$ cat config.mk
export PLATFORM = sky130hd
export DESIGN_NAME = fibonacci_seq
export DESIGN_NICKNAME = d
export VERILOG_FILES = /design/src/rtl/fibonacci_pkg.sv /design/src/rtl/fibonacci_seq.sv
export SDC_FILE = /design/constraint.sdc
export NUM_CORES = 1
export LEC_CHECK = 0
export ABC_CLOCK_PERIOD_IN_PS = 4980
export CAP_MARGIN = 20
export CORE_AREA = 5 5 97 99
export CTS_CLUSTER_DIAMETER = 40
export DETAILED_ROUTE_END_ITERATION = 8
export DIE_AREA = 0 0 102 104
export HOLD_SLACK_MARGIN = 0.05
export PLACE_DENSITY = 0.76
export SLEW_MARGIN = 20
export SYNTH_ARGS = -nofsm -noshare
export SYNTH_HDL_FRONTEND = slang
export SYNTH_SLANG_ARGS = --single-unit
$ cat constraint.sdc
create_clock -name clk -period 4.98 [get_ports clk]
set_input_delay 1.494 -clock clk [delete_from_list [all_inputs] [get_ports clk]]
set_output_delay 1.494 -clock clk [all_outputs]
set_load 0.005 [all_outputs]
$ cat src/rtl/fibonacci_pkg.sv
`default_nettype none
// ============================================================================
// Module      : fibonacci_pkg
// Description : Shared word/length types, checker state and result record.
// Revision    : 1.0 - initial release
// ============================================================================
package fibonacci_pkg;

  localparam int unsigned C_WORD_W = 32;
  localparam int unsigned C_LEN_W  = 8;

  typedef logic [C_WORD_W-1:0] fib_word_t;
  typedef logic [C_LEN_W-1:0]  fib_len_t;

  typedef enum logic [1:0] {
    IDLE   = 2'd0,
    RECV   = 2'd1,
    REPORT = 2'd2
  } fib_state_t;

  typedef struct packed {
    logic      pass;
    fib_len_t  count;
    fib_len_t  err_idx;
    fib_word_t err_data;
  } fib_result_t;

endpackage : fibonacci_pkg
`default_nettype wire

$ cat src/rtl/fibonacci_seq.sv
`default_nettype none
// ============================================================================
// Module      : fibonacci_seq
// Description : Expected-value generator: 0, 1, then prev+cur (mod 2^32).
// Revision    : 1.0 - initial release
// ============================================================================
module fibonacci_seq
  import fibonacci_pkg::*;
(
  input  logic      clk,
  input  logic      rst,
  input  logic      clear,
  input  logic      advance,
  output fib_word_t expected,
  output fib_len_t  index
);

  fib_word_t r_prev;
  fib_word_t r_cur;
  fib_len_t  r_idx;
  fib_word_t w_next;

  always_comb begin
    w_next = r_prev + r_cur;
    if (r_idx == '0)
      w_next = '0;
    else if (r_idx == fib_len_t'(1))
      w_next = fib_word_t'(1);
  end

  always_ff @(posedge clk or posedge rst) begin
    if (rst) begin
      r_prev <= '0;
      r_cur  <= '0;
      r_idx  <= '0;
    end else if (clear) begin
      r_prev <= '0;
      r_cur  <= '0;
      r_idx  <= '0;
    end else if (advance) begin
      r_prev <= r_cur;
      r_cur  <= w_next;
      r_idx  <= r_idx + fib_len_t'(1);
    end
  end

  assign expected = w_next;
  assign index    = r_idx;

endmodule : fibonacci_seq
`default_nettype wire

==> flow_summary.json <==
{
  "io_pins": 44,
  "critPathRequiredTime_ns": 3.49,
  "fillers": 659,
  "grt.overflow.total": 0,
  "slew_viol_final": 0,
  "final_nets": 611,
  "combPwrFrac": 0.078,
  "grtUsageTotal": 0.2168,
  "synth_cell_type_count": 55,
  "dieHeight_um": 104,
  "synth_top_flop_cell": "dfrtp_1",
  "grt_pass1_wl_um": 18840,
  "p_sw_mw": 0.3074,
  "post-synth-top-area-cell": "dfrtp_1",
  "routabilityCongestion": 0.8998,
  "cts_tree": "yes",
  "utilization": 0.6803,
  "port_buffers": 43,
  "wl_per_cell_um": 16.65,
  "syn2layout_area_growth_pct": 20.75,
  "start_util": 0.5634,
  "p_int_mw": 0.9192,
  "synth.yosys.warnings": 0,
  "reg2reg_slack_ns": 1.96,
  "design_area_mm2": 0.005759,
  "p_clk_frac": 0.441,
  "slew_headroom": 0.2860,
  "synth.area.top_cells": "dfrtp_1, ha_1, mux2i_1",
  "cts_sinks": 72,
  "dieWidth_um": 102,
  "drt_pass1_iterations": 4,
  "ant_nets": 0,
  "cap_viol_max_count": 0,
  "yosysTopAreaCellShare": 0.3778,
  "ys_ff_latch": 72,
  "hold_path.class": "flip-flop to flip-flop",
  "setup-violations-final": 0,
  "switching_share": 0.2506,
  "vdd_drop_max_uv": 187.4,
  "vias": 4053,
  "grt_max_degree": 50,
  "powerDensity_mw_per_mm2": 213.0,
  "grt_antenna_before_repair": 0,
  "worst-setup-path-type": "flip-flop to output port",
  "layout_commonest_cell": "nor2_1",
  "synth_edf_count": 0,
  "wl_um": 11410,
  "final_cell_mix": "nor2_1, dfrtp_1, a21oi_1",
  "rows": 34,
  "drt_iter0_drc": 163,
  "vias_per_cell": 5.917,
  "cts-buffers-inserted": 9,
  "diodes": 0,
  "die_area_mm2": 0.01061,
  "cp.arrival_ns": 3.33,
  "path_max_fanout": 3,
  "skew_ns": 0.01133,
  "first_global_vias": 3944,
  "h-tree-depth": 3,
  "insertion_delay_ns": 0.36,
  "power_mw": 1.227,
  "p_leak_nw": 2.664,
  "stdcell_count": 685,
  "fin_crit_sh": 0.9695,
  "tightest_slew_ns": 1.071,
  "outcome": "completed",
  "hpwl_um": 7422,
  "layout-drive-gt1-share": 0.1092,
  "syn_nets": 570,
  "startpoint_type": "flip-flop",
  "ys_seq_area_frac": 0.3778,
  "syn_inst": 531,
  "cts-root-buf": "clkbuf_8",
  "core_mm2": 0.008466,
  "timing.fmax_ghz": 0.2071,
  "final-hold-violation-count": 0,
  "netlist_area_mm2": 0.004770,
  "post_dp_cell_area_mm2": 0.005273,
  "seqPwrFrac": 0.481,
  "synthArstFlopShare": 1.000,
  "drc": 0,
  "syn_avg_cell_area_um2": 8.982,
  "cts_buffer_depth": 2,
  "clk_pin_slew_ns": 0.08,
  "min_period_ns": 4.828,
  "dp_cells": 662,
  "cp-end-kind": "output port"
}
per-stage QoR:
stage / worst slack (ns) / hold WS, ns / setup TNS, ns
after floorplan: 1.031 / 0.4932 / 0
after global routing: -0.009013 / 0.5620 / -0.01243
after global placement: 0.2612 / 0.5100 / 0
after detailed placement: 0.1821 / 0.5153 / 0
final: 0.1518 / 0.5366 / 0
after CTS: 0.0002793 / 0.5403 / 0
timing repair:
| action | in CTS | in global routing |
|---|---|---|
| pin swaps | 6 | 12 |
| endpoints found under the setup margin | 7 | 15 |
| hold buffers | 0 | 0 |
| buffers inserted | 3 | 4 |
| gates resized for setup | 16 | 26 |
power by group through the flow:
| stage | sequential (mW) | clock (mW) | combinational [mW] |
|---|---|---|---|
| detailed placement | 0.601 | 0 | 0.0964 |
| CTS | 0.589 | 0.548 | 0.0966 |
| global route | 0.590 | 0.574 | 0.107 |
| finish | 0.590 | 0.541 | 0.0959 |
| global placement | 0.601 | 0 | 0.0943 |
| floorplan | 0.600 | 0 | 0.0676 |
final timing paths:
kind                            startpoint           end  depth (start not counted)
worst max register to register    r_cur[0]     r_cur[30]                         13
worst min register to register  r_prev[29]    r_prev[29]                          2
min in group asynchronous              rst      index[6]                          2
max in group asynchronous              rst     r_prev[1]                          3
worst min-delay path            r_prev[29]    r_prev[29]                          2
worst max-delay path              r_cur[0]  expected[16]                         13
layout make-up:
type / count / area, um2 / area share
clock buffer: 11 / 151.4 / 0.02629
multi-input combinational: 418 / 3012 / 0.5229
sequential: 72 / 1802 / 0.3128
tap: 108 / 135.1 / 0.02346
timing repair buffer: 56 / 524.3 / 0.09103
inverter: 15 / 56.30 / 0.009776
clock inverter: 5 / 78.83 / 0.01369
Yosys cell counts (2+ instances only):
| master | count |
|---|---|
| nor2_1 | 79 |
| dfrtp_1 | 72 |
| a21oi_1 | 46 |
| mux2i_1 | 41 |
| nand2_1 | 37 |
| ha_1 | 34 |
| clkbuf_1 | 18 |
| o21ai_0 | 15 |
| xnor2_1 | 15 |
| xor2_1 | 15 |
| inv_1 | 14 |
| nand3_1 | 14 |
| nor3_1 | 14 |
| and2_1 | 11 |
| a21o_1 | 8 |
| o21a_1 | 8 |
| nand2b_1 | 7 |
| nand4_1 | 6 |
| a211oi_1 | 5 |
| buf_1 | 5 |
| o31ai_1 | 5 |
| and3_1 | 4 |
| nor2b_1 | 4 |
| o21bai_1 | 4 |
| a21boi_0 | 3 |
| a31oi_1 | 3 |
| and4_1 | 3 |
| o32ai_1 | 3 |
| or3_1 | 3 |
| a311oi_1 | 2 |
| buf_2 | 2 |
| nand4b_1 | 2 |
| nor3b_1 | 2 |
| nor4b_1 | 2 |
| o2111ai_1 | 2 |
| o211ai_1 | 2 |
| o21ai_1 | 2 |
| o221ai_1 | 2 |
worst max-delay path, cell delays in order, from the launching register on:
cell	delay, ns
dfrtp_1	0.43
ha_4	0.18
inv_1	0.07
fa_2	0.23
nor2b_4	0.05
o31a_2	0.36
o2111ai_4	0.25
a31oi_4	0.14
o31ai_2	0.19
nand2b_1	0.11
buf_4	0.15
xor2_1	0.16
and2_1	0.15
clkdlybuf4s50_1	0.50
registers in the layout, summed over array words and instances (netlist names):
name / cells
r_cur: 32
index: 8
r_prev: 32
kinds of logic (layout without fill, tap and decap cells):
kind of cell,count (synthesis),after routing,share of synthesized area
XOR/XNOR,30,30,0.05509
buffers and inverters,41,87,0.03305
AND/OR/NAND/NOR,193,193,0.1910
flip-flops,72,72,0.3778
AO/OA/AOI/OAI,119,119,0.1637
multiplexers,41,41,0.08604
adder cells (fa/ha/maj),35,35,0.09339
routing by layer:
| layer | vias up | global-route usage | wire [um] |
|---|---|---|---|
| met4 | 0 | 0.06186 | 232 |
| met5 | - | 0 | 0 |
| met2 | 115 | 0.3510 | 5659 |
| met3 | 18 | 0.03622 | 474 |
| li1 | 1965 | - | - |
| met1 | 1955 | 0.2972 | 5041 |
Note: power is estimated with default switching activity, not from simulation.
==> RTL edit 1 (config.mk and constraints unchanged) <==
Set the package constant `C_LEN_W` to 16 (it was 8).
--- a/src/rtl/fibonacci_pkg.sv
+++ b/src/rtl/fibonacci_pkg.sv
@@ -8,5 +8,5 @@
 
   localparam int unsigned C_WORD_W = 32;
-  localparam int unsigned C_LEN_W  = 8;
+  localparam int unsigned C_LEN_W  = 16;
 
   typedef logic [C_WORD_W-1:0] fib_word_t;
Interface: changed (resized index); port bits go from 44 to 52. No check against the original RTL was run, so the function may have changed too.
==> RTL edit 1 against the original RTL <==
The flow now finishes with violations (setup timing). Critical endpoint is now expected[30]. Area after synthesis grew 15%. Sequential cell count grew 8. Die area is the same. Highest routed layer unchanged. Largest cell class unchanged. Final area grew 9.5%. Worst setup slack lost 0.20 ns. Sequential share of layout area grew 0.47 points. Power grew 2.3%. Hold slack lost 0.022 ns. Wire length grew 18%.
==> RTL edit 1: results (changes against the original RTL) <==
- Status: finished with violations (was completed)
- Failing checks: setup timing
- Hpwl dp: 9560 um (was 7420 um)
- Worst vdd ir: 0.133 mV (was 0.187 mV)
- Final Setup Violations: 1 (was 0)
- Mapped Avg Cell Area: 8.95 um2 (was 8.98 um2)
- Fill cell count: 613 (was 659)
- Layout cell share with drive strength beyond 1: 0.0688 (was 0.109)
- FF-to-FF setup slack: 2.29 ns (was 1.96 ns)
- Worst R2R End: r_cur[31]$_DFFE_PP0P_ (was r_cur[30]$_DFFE_PP0P_)
- Hold slack final: 0.514 ns (was 0.537 ns)
- PortBufs: 51 (was 43)
- Crit-path max FO: 5 (was 3)
- Initial DRC count: 226 (was 163)
- Via density: 6.19 (was 5.92)
- Final WS setup: -0.0531 ns (was 0.152 ns)
- Mapped Nets: 651 (was 570)
- Sequential share of the synthesized area: 0.365 (was 0.378)
- Commonest cells in the netlist: 83 x nor2_1, 80 x dfrtp_1, 42 x mux2i_1 (was 79 x nor2_1, 72 x dfrtp_1, 46 x a21oi_1)
- Worst Setup EP: expected[30] (was expected[16])
- Vias in the first global route: 4821 (was 3944)
- Hold Path Depth: 1 (was 2)
- Worst slack, placed: 0.140 ns (was 0.182 ns)
- RR Startpoint: r_cur[1]$_DFFE_PP0P_ (was r_cur[0]$_DFFE_PP0P_)
- Number of distinct library cells after synthesis: 58 (was 55)
-- RTL edit 1: cell types whose count changed after synthesis, sizes merged, moves of 5 or more --
cell / delta
nand4: +5
dfrtp: +8
and2: +8
a21o: +6
o21ai: +5
xnor2: +6
or2: +5
o211ai: +5
and3: +10
a21oi: -10
clkbuf: +12
a22o: +14
-- RTL edit 1: logic make-up (layout without fill, tap and decap cells) --
family	after synthesis	in the layout	synth area share
fa+ha+maj	35	35	0.0813
simple gates	221	221	0.197
mux	42	42	0.0767
flops	80	80	0.365
xor+xnor	37	37	0.0591
compound gates	144	144	0.183
buf+inv	53	95	0.0377
-- RTL edit 1: per-layer routing --
metal  wire length [um]  share of wire
met5                  0              0
met4                256          0.019
met3                579          0.043
met2               6550           0.49
met1               6110           0.45
-- RTL edit 1: power breakdown --
part           internal [mW]  switching [mW]
Sequential             0.651         0.00349
Combinational         0.0236          0.0631
Clock                  0.251           0.263
Total                  0.925           0.330
-- RTL edit 1: final cells by class --
cell class / instances / area, um2 / area share
multi-input cells: 479 / 3320 / 0.527
flip-flops and latches: 80 / 2000 / 0.318
repair buffers: 60 / 567 / 0.0899
clock buffers: 11 / 141 / 0.0224
well taps: 108 / 135 / 0.0214
inverters: 19 / 73.8 / 0.0117
clock inverters: 5 / 63.8 / 0.0101
-- RTL edit 1: critical path, stage by stage, from the launching register on --
cell             delay [ns]
dfrtp_1                0.42
ha_4                   0.27
a21o_1                 0.19
or2_2                  0.30
o211ai_1               0.33
a21oi_2                0.13
a2111oi_4              0.42
mux2i_1                0.13
a2111oi_1              0.40
clkdlybuf4s50_1        0.59
-- RTL edit 1: timing repair --
action / in CTS / in global routing
setup buffers: 0 / 0
setup endpoints to repair: 2 / 12
gates resized for setup: 6 / 5
pin swaps: 1 / 1
==> RTL edit 2 (same settings) <==
Without the edit above. Register the inputs `clear` and `advance` before use. The logic sees them one clock later.
--- a/src/rtl/fibonacci_seq.sv
+++ b/src/rtl/fibonacci_seq.sv
@@ -15,4 +15,12 @@
   output fib_len_t  index
 );
+
+  logic clear_q;
+  logic advance_q;
+
+  always_ff @(posedge clk) begin
+    clear_q   <= clear;
+    advance_q <= advance;
+  end
 
   fib_word_t r_prev;
@@ -34,9 +42,9 @@
       r_cur  <= '0;
       r_idx  <= '0;
-    end else if (clear) begin
+    end else if (clear_q) begin
       r_prev <= '0;
       r_cur  <= '0;
       r_idx  <= '0;
-    end else if (advance) begin
+    end else if (advance_q) begin
       r_prev <= r_cur;
       r_cur  <= w_next;
Formal check against the unedited RTL: not equivalent (a bounded check fails within 4 cycles, from zero or initial values and one cycle with rst high).
==> RTL edit 2 against the original RTL <==
Clock power is 4% lower. Area after synthesis is 1.0% higher. Combinational power is 19% lower. First-iteration DRC count is 61% higher. Sequential cell count is 2 higher. Critical path depth stayed put. Power is 0.29% lower. Synthesized cell count is 0.56% higher. Die area stayed put. Worst setup slack worse by 0.060 ns. Clock skew is 0.0017 ns lower. Wire length is 3.2% lower. Final area is 1.0% higher. Critical path type unchanged. Critical endpoint is now expected[30]. Largest power group unchanged. Highest routed layer unchanged.
==> RTL edit 2: results (changes against the original RTL) <==
- Crit-path max FO: 4 (was 3)
- Commonest cells in the netlist: 78 x nor2_1, 72 x dfrtp_1, 45 x a21oi_1 (was 79 x nor2_1, 72 x dfrtp_1, 46 x a21oi_1)
- Worst R2R End: r_cur[20]$_DFFE_PP0P_ (was r_cur[30]$_DFFE_PP0P_)
- Sequential share of the synthesized area: 0.382 (was 0.378)
- Gpl congestion: 0.925 (was 0.900)
- First-pass GRT wire length: 19300 um (was 18800 um)
- P per Cell Area: 210 nW/um2 (was 213 nW/um2)
- PortBufs: 43 (unchanged)
- Slowest stage delay, CP: 0.50 ns (about the same)
- Largest cells by area after synthesis: dfrtp_1 37%, ha_1 8.8%, mux2i_1 8.5% (was dfrtp_1 38%, ha_1 8.9%, mux2i_1 8.6%)
- Min-Delay Path Class: flop to flop (unchanged)
- GRT Total Usage: 0.219 (was 0.217)
- YS warnings: 0 (unchanged)
- Pre-Repair DR Iteration Count: 5 (was 4)
- WP data arrival: 3.39 ns (was 3.33 ns)
- FF-to-FF setup slack: 1.85 ns (was 1.96 ns)
- Worst vdd ir: 0.181 mV (was 0.187 mV)
- Dpl cell area: 5310 um2 (was 5270 um2)
- Worst slack, placed: 0.173 ns (was 0.182 ns)
- Min Tclk post-route: 4.89 ns (was 4.83 ns)
- Initial DRC count: 263 (was 163)
- Clock skew after layout: 0.00963 ns (was 0.0113 ns)
- Antenna diodes: 0 (unchanged)
- Initial antenna violation count: 0 (unchanged)
- H-tree depth: 3 (unchanged)
- Layout cell share with drive strength beyond 1: 0.115 (was 0.109)
- Worst Setup EP: expected[30] (was expected[16])
- LEAKAGE: 2.67 nW (was 2.66 nW)
- Post-synth top flop: dfrtp_1 (unchanged)
- Vias: 4081 (was 4053)
- Clk root buf: clkbuf_8 (unchanged)
- NumNets Final: 616 (was 611)
- Top-area cell type share of the netlist area: 0.374 (was 0.378)
- CTS Buffer Depth: 2 (unchanged)
- Setup crit start: r_cur[0]$_DFFE_PP0P_ (unchanged)
- Clock transition at path regs: 0.08 ns (about the same)
- Share of flip-flops with an asynchronous set or reset: 0.973 (was 1.00)
- Largest net degree at the start of global routing: 68 (was 50)
- R2R cell count: 15 (was 13)
- Actual slew at the worst max-slew pin: 1.00 ns (was 1.07 ns)
- Hpwl dp: 7280 um (was 7420 um)
- CTS buffer count: 9 (unchanged)
- Number of distinct library cells after synthesis: 54 (was 55)
- Worst-skew pair later-pin latency: 0.36 ns (about the same)
- Post-Route WL: 11000 um (was 11400 um)
- Status: completed (unchanged)
- Mapped Nets: 573 (was 570)
- RR Startpoint: r_prev[0]$_DFFE_PP0P_ (was r_cur[0]$_DFFE_PP0P_)
- Hold_sp: r_prev[9]$_DFFE_PP0P_ (was r_prev[29]$_DFFE_PP0P_)
## RTL edit 2: how the worst min path moves through the flow
stage,to,slack (ns)
3_5_place_dp,r_prev[9]$_DFFE_PP0P_,0.52
4_1_cts,r_prev[9]$_DFFE_PP0P_,0.54
6_report,r_prev[9]$_DFFE_PP0P_,0.53
5_1_grt,r_prev[9]$_DFFE_PP0P_,0.57
3_3_place_gp,r_prev[18]$_DFFE_PP0P_,0.51
2_1_floorplan,r_prev[26]$_DFFE_PP0P_,0.49
## RTL edit 2: kinds of logic (layout without fill, tap and decap cells)
family	Yosys count	in the layout	share of synthesized area
flip-flops	74	74	0.382
adder cells (fa/ha/maj)	35	35	0.0924
buffers and inverters	45	93	0.0361
multiplexers	41	41	0.0852
XOR/XNOR	30	30	0.0545
AO/OA/AOI/OAI	120	120	0.164
AND/OR/NAND/NOR	189	189	0.186
## RTL edit 2: area by class of cell
cell class                      count  area [um2]
Fill cell                         663        2650
Tap cell                          108         135
Clock inverter                      7        93.8
Sequential cell                    74        1850
Multi-Input combinational cell    415        2990
Clock buffer                        9         124
Inverter                           17        63.8
Timing Repair Buffer               60         562
## RTL edit 2: layer usage
layer  GRT usage  wire length, um
met5           0                0
met4      0.0581              176
met3      0.0409              377
met2       0.356             5440
met1       0.298             5050
## RTL edit 2: report_power, final
group | internal (mW) | switching (mW)
combinational | 0.0247 | 0.0533
sequential | 0.603 | 0.0198
clock | 0.281 | 0.241
## RTL edit 2: worst max-delay path: cells and delay by family, from the launching register on
family	cells	cell delay, ns
AO/OA/AOI/OAI	5	0.99
buffers and inverters	2	0.56
adder cells (fa/ha/maj)	2	0.55
flip-flops	1	0.37
AND/OR/NAND/NOR	3	0.35
XOR/XNOR	1	0.19
## RTL edit 2: timing repair
action                                  4_1_cts  5_1_grt
buffers inserted                              6        7
endpoints found under the setup margin        6       14
pin swaps                                     6       12
resized for setup                            17       26
## RTL edit 2: per-stage QoR
step / TNS, ns / std cells / total power, mW
3_5_place_dp: 0 / 661 / 0.714
3_3_place_gp: 0 / 661 / 0.712
4_1_cts: -0.0154 / 683 / 1.23
6_report: 0 / 690 / 1.22
5_1_grt: -0.244 / 690 / 1.27
2_1_floorplan: 0 / 534 / 0.686
